**src/rtl/proc_pkg.sv**
```systemverilog
// Shared processor-wide sizing defaults and the register address type.
package proc_pkg;

  localparam int unsigned PROC_DATA_W   = 16;
  localparam int unsigned PROC_NUM_REGS = 8;
  localparam int unsigned PROC_AW       = $clog2(PROC_NUM_REGS);

  typedef logic [PROC_AW-1:0] reg_addr_t;

endpackage

```
**src/rtl/regfile_scoreboard.sv**
```systemverilog
// Per-register pending bits for outstanding writebacks, with an incrementally
// maintained population count.
module regfile_scoreboard #(
  parameter int unsigned NUM_REGS = 8,
  parameter int unsigned ZERO_REG = 0,
  localparam int unsigned AW = $clog2(NUM_REGS),
  localparam int unsigned CW = $clog2(NUM_REGS + 1)
) (
  input  logic                clk,
  input  logic                rst,
  input  logic                issue_valid,
  input  logic [AW-1:0]       issue_rd,
  input  logic                we,
  input  logic [AW-1:0]       rd,
  output logic [NUM_REGS-1:0] pending,
  output logic [CW-1:0]       pend_cnt
);

  logic [NUM_REGS-1:0] r_pending;
  logic [CW-1:0]       r_cnt;
  logic [NUM_REGS-1:0] w_pending_d;
  logic [CW-1:0]       w_cnt_d;
  logic                w_set;
  logic                w_set_new;
  logic                w_clr;

  always_comb begin
    w_set     = issue_valid && !((ZERO_REG != 0) && (issue_rd == '0));
    w_set_new = w_set && !r_pending[issue_rd];
    // A clear that collides with a set on the same register loses to the set.
    w_clr     = we && r_pending[rd] && !(w_set && (issue_rd == rd));

    w_pending_d = r_pending;
    if (we)    w_pending_d[rd]       = 1'b0;
    if (w_set) w_pending_d[issue_rd] = 1'b1;

    w_cnt_d = r_cnt;
    if (w_set_new && !w_clr)      w_cnt_d = r_cnt + CW'(1);
    else if (!w_set_new && w_clr) w_cnt_d = r_cnt - CW'(1);
  end

  always_ff @(posedge clk) begin
    if (rst) begin
      r_pending <= '0;
      r_cnt     <= '0;
    end else begin
      r_pending <= w_pending_d;
      r_cnt     <= w_cnt_d;
    end
  end

  assign pending  = r_pending;
  assign pend_cnt = r_cnt;

endmodule

```
**src/rtl/regfile_sb.sv**
```systemverilog
// Two-read, one-write register file with same-cycle write bypass and a
// writeback scoreboard reporting busy source operands.
module regfile_sb
  import proc_pkg::*;
#(
  parameter int unsigned DATA_W   = PROC_DATA_W,
  parameter int unsigned NUM_REGS = PROC_NUM_REGS,
  parameter int unsigned ZERO_REG = 0,
  localparam int unsigned AW = $clog2(NUM_REGS),
  localparam int unsigned CW = $clog2(NUM_REGS + 1)
) (
  input  logic              clk,
  input  logic              rst,
  input  logic [AW-1:0]     rs1,
  input  logic [AW-1:0]     rs2,
  output logic [DATA_W-1:0] data_rs1,
  output logic [DATA_W-1:0] data_rs2,
  input  logic              we,
  input  logic [AW-1:0]     rd,
  input  logic [DATA_W-1:0] data_in,
  input  logic              issue_valid,
  input  logic [AW-1:0]     issue_rd,
  output logic              rs1_busy,
  output logic              rs2_busy,
  output logic [CW-1:0]     pend_cnt
);

  logic [DATA_W-1:0]   r_regs [NUM_REGS];
  logic [NUM_REGS-1:0] w_pending;
  logic                w_wr;
  logic                w_zero_rs1;
  logic                w_zero_rs2;

  assign w_wr       = we && !((ZERO_REG != 0) && (rd == '0));
  assign w_zero_rs1 = (ZERO_REG != 0) && (rs1 == '0);
  assign w_zero_rs2 = (ZERO_REG != 0) && (rs2 == '0);

  always_ff @(posedge clk) begin
    if (rst) begin
      for (int i = 0; i < NUM_REGS; i++) r_regs[i] <= '0;
    end else if (w_wr) begin
      r_regs[rd] <= data_in;
    end
  end

  always_comb begin
    data_rs1 = r_regs[rs1];
    if (w_zero_rs1)                data_rs1 = '0;
    else if (w_wr && (rd == rs1))  data_rs1 = data_in;
  end

  always_comb begin
    data_rs2 = r_regs[rs2];
    if (w_zero_rs2)                data_rs2 = '0;
    else if (w_wr && (rd == rs2))  data_rs2 = data_in;
  end

  // A writeback landing this cycle satisfies the operand through the bypass.
  assign rs1_busy = w_pending[rs1] && !(we && (rd == rs1));
  assign rs2_busy = w_pending[rs2] && !(we && (rd == rs2));

  regfile_scoreboard #(
    .NUM_REGS (NUM_REGS),
    .ZERO_REG (ZERO_REG)
  ) u_scoreboard (
    .clk         (clk),
    .rst         (rst),
    .issue_valid (issue_valid),
    .issue_rd    (issue_rd),
    .we          (we),
    .rd          (rd),
    .pending     (w_pending),
    .pend_cnt    (pend_cnt)
  );

endmodule

```
**config.mk**
```make
export PLATFORM = sky130hd
export DESIGN_NAME = regfile_sb
export DESIGN_NICKNAME = d
export VERILOG_FILES = /design/src/rtl/proc_pkg.sv /design/src/rtl/regfile_scoreboard.sv /design/src/rtl/regfile_sb.sv
export SDC_FILE = /design/constraint.sdc
export NUM_CORES = 1
export LEC_CHECK = 0
export CAP_MARGIN = 20
export CORE_AREA = 10 10 166 168
export DETAILED_ROUTE_END_ITERATION = 6
export DIE_AREA = 0 0 176 178
export GPL_TIMING_DRIVEN = 0
export SLEW_MARGIN = 15
export SYNTH_ARGS = -nofsm -noshare
export SYNTH_HDL_FRONTEND = slang
export SYNTH_SLANG_ARGS = --single-unit
```
**constraint.sdc**
```tcl
create_clock -name clk -period 7.2 [get_ports clk]
set_input_delay 1.8 -clock clk [delete_from_list [all_inputs] [get_ports clk]]
set_output_delay 1.8 -clock clk [all_outputs]
set_load 0.02 [all_outputs]
```
==> summary.md <==
| Metric | Value |
|---|---|
| Mapped Area | `8300 um^2` |
| Synthesized netlist cell count | `582` |
| Met1 Wirelength | `9100 um` |
| Pleak | `3.71 nW` |
| IO Port Bufs | `58` |
| Most frequent cell after synthesis | `and2_1` |
| Nets | `698` |
| Routed wl met2 | `11,800 um` |
| Vias in the first global route | `5,560` |
| Routed WL | `22,600 um` |
| Post-synth EDFFs | `128` |
| Hold Slack | `523 ps` |
| Core area | `24,100 um^2` |
| Vias per inst | `5.20` |
| P per Cell Area | `219 nW/um^2` |
| Period utilization | `84.4%` |
| Clk sink count | `140` |
| Max Cap Viol | `0` |
| Largest area contributor in the netlist | `edfxtp_1` |
| Vias | `5,196` |
| TritonCTS clock tree | `built` |
| Yosys reg bits | `140` |
| DRC Markers | `0` |
| Post-DRT Antenna Nets | `0` |
| Fmax | `165 MHz` |
| Fin crit period | `6080 ps` |
| Die area | `31,300 um^2` |
| Syn_nets | `618` |
| FFs w/ async S/R, synth | `0%` |
| # resized after CTS | `0` |
| Worst slew margin | `36.4%` |
| Worst-Margin Slew | `955 ps` |
| Fin. Hold Viols | `0` |
| Worst skew pair latency | `420 ps` |
| Final Setup Violations | `0` |
| CP required | `5400 ps` |
| Setup TNS | `0 ps` |
| Fill cell count | `2,219` |
| Critical path class | `primary input to output pin` |
| Share of layout cells above drive strength 1 | `14.5%` |
| Worst min path class | `flip-flop to flip-flop` |
| Top FF cell, synth | `edfxtp_1` |
| Post-synth top cells | `and2_1 (129), edfxtp_1 (128), mux4_1 (60), nor2_1 (42), mux2i_1 (38)` |
| ANT cells | `0` |
| Initial Utilization | `34.4%` |
| Clock root cell | `clkbuf_16` |
| CP Data Arrival Time | `4280 ps` |
| 1st-iter DRT viols | `448` |
| Worst-case vdd ir drop | `131 uV` |
| GR Util All Layers | `14.7%` |
| H-tree depth | `4` |
| Final Max Tran Viols | `0` |
| Ports | `70` |
| First-pass DRT Iterations | `5` |
| Yosys warns | `0` |
| Initial antenna violation count | `0` |
| CTS buffer count | `17` |
| Setup crit end kind | `output pin` |
| Critical path fanouts, max | `10` |
| RSZ-0062 raised after global routing | `no` |
| Met3 routed WL | `1080 um` |
| Largest net degree at the start of global routing | `18` |
| DP HPWL | `15,800 um` |
| Total grt overflow | `0` |
| Routability congestion estimate from global placement | `0.802` |
| Seq/Total Area, Yosys | `49.2%` |
| Top sig layer | `met4` |
| Reg clk slew, reported paths | `60 ps` |
| Clock tree buffer depth | `2` |
| Outcome | `finished clean` |
| DIE WIDTH | `176 um` |
| FP Rows | `57` |
| First-pass GRT wire length | `34,000 um` |
| Wirelength per Cell | `22.6 um` |
| Final Skew | `5.21 ps` |
| Top cell type's share of synthesized area | `46.3%` |
| Top cells by area, synth | `edfxtp_1 (46%), mux4_1 (19%), and2_1 (9.7%), mux2i_1 (4.6%), dfxtp_1 (2.9%)` |
| Post-synth cell types | `42` |
| Syn-to-layout area delta | `18.9%` |
| CP startpoint kind | `primary input` |
| Setup repair bufs after CTS | `0` |
| Syn avg cell area | `14.3 um^2` |
| Die Ht | `178 um` |
| Cts hold-fix bufs | `0` |
## layer usage
metal | up-vias | track usage, %
met2 | 159 | 26.4
met5 | - | 0
met1 | 2591 | 16.9
met3 | 33 | 2.98
li1 | 2413 | -
met4 | 0 | 5.90
## critical path, stage by stage
cell	delay, ps
clkdlybuf4s50_1	630
nand4_1	320
clkbuf_1	460
a21oi_1	390
clkdlybuf4s50_1	670
## final timing paths
path                                         start                                     to  slack, ps  cells after the start
max                                             we                            data_rs2[9]       1120                      5
min          u_scoreboard.pend_cnt[2]$_SDFFE_PP0P_  u_scoreboard.pend_cnt[2]$_SDFFE_PP0P_        520                      2
max reg2reg     u_scoreboard.pending[5]$_SDFF_PP0_  u_scoreboard.pend_cnt[3]$_SDFFE_PP0P_       4570                     10
min reg2reg  u_scoreboard.pend_cnt[2]$_SDFFE_PP0P_  u_scoreboard.pend_cnt[2]$_SDFFE_PP0P_        520                      2
## cell type report
class | count | area, um^2 | area share [%]
clock inverter | 13 | 96.3 | 0.976
multi-input combinational | 384 | 3890 | 39.5
clock buffer | 19 | 433 | 4.39
timing repair buffer | 61 | 622 | 6.30
buffer | 43 | 280 | 2.84
sequential | 140 | 4080 | 41.4
inverter | 15 | 56.3 | 0.570
tap | 324 | 405 | 4.11
## flip-flops by register name, summed over array words and instances, names as in the netlist
register	flops
r_regs	128
u_scoreboard.pend_cnt	4
u_scoreboard.pending	8
## stage by stage
step | setup slack (ps) | cells | total power, mW | util [%] | instance area (um^2)
2_1_floorplan | 2500 | 582 | 1.22 | - | 8300
3_3_place_gp | 1150 | 964 | 1.38 | 38.5 | 9290
3_5_place_dp | 1120 | 967 | 1.40 | 38.8 | 9340
4_1_cts | 1120 | 999 | 2.18 | 41.0 | 9870
5_1_grt | 968 | 999 | 2.24 | 41.0 | 9870
6_report | 1120 | 999 | 2.16 | 41.0 | 9870
## report_power, final
part	leakage, nW	internal [mW]	switching [mW]	total, mW
clock	0.249	0.441	0.345	0.786
sequential	1.34	0.944	0.0272	0.971
combinational	2.12	0.194	0.214	0.408
total	3.71	1.58	0.586	2.16
## cell families after synthesis
group / Yosys count / share of synthesized area (%)
AND/OR/NAND/NOR: 203 / 14.6
flip-flops: 140 / 49.2
multiplexers: 109 / 26.4
buffers and inverters: 58 / 4.05
AO/OA/AOI/OAI: 57 / 3.93
XOR/XNOR: 11 / 1.16
adder cells (fa/ha/maj): 4 / 0.693
## cell usage in the layout (no fill, tap or decap), types with 12 or more instances in the layout
cell	n
mux2i_1	38
mux4_1	60
inv_1	15
dfxtp_1	12
clkbuf_16	17
edfxtp_1	128
a21oi_1	35
clkdlybuf4s50_1	58
and2_1	129
buf_2	17
nor2_1	42
(Power assumes the default switching activity.)
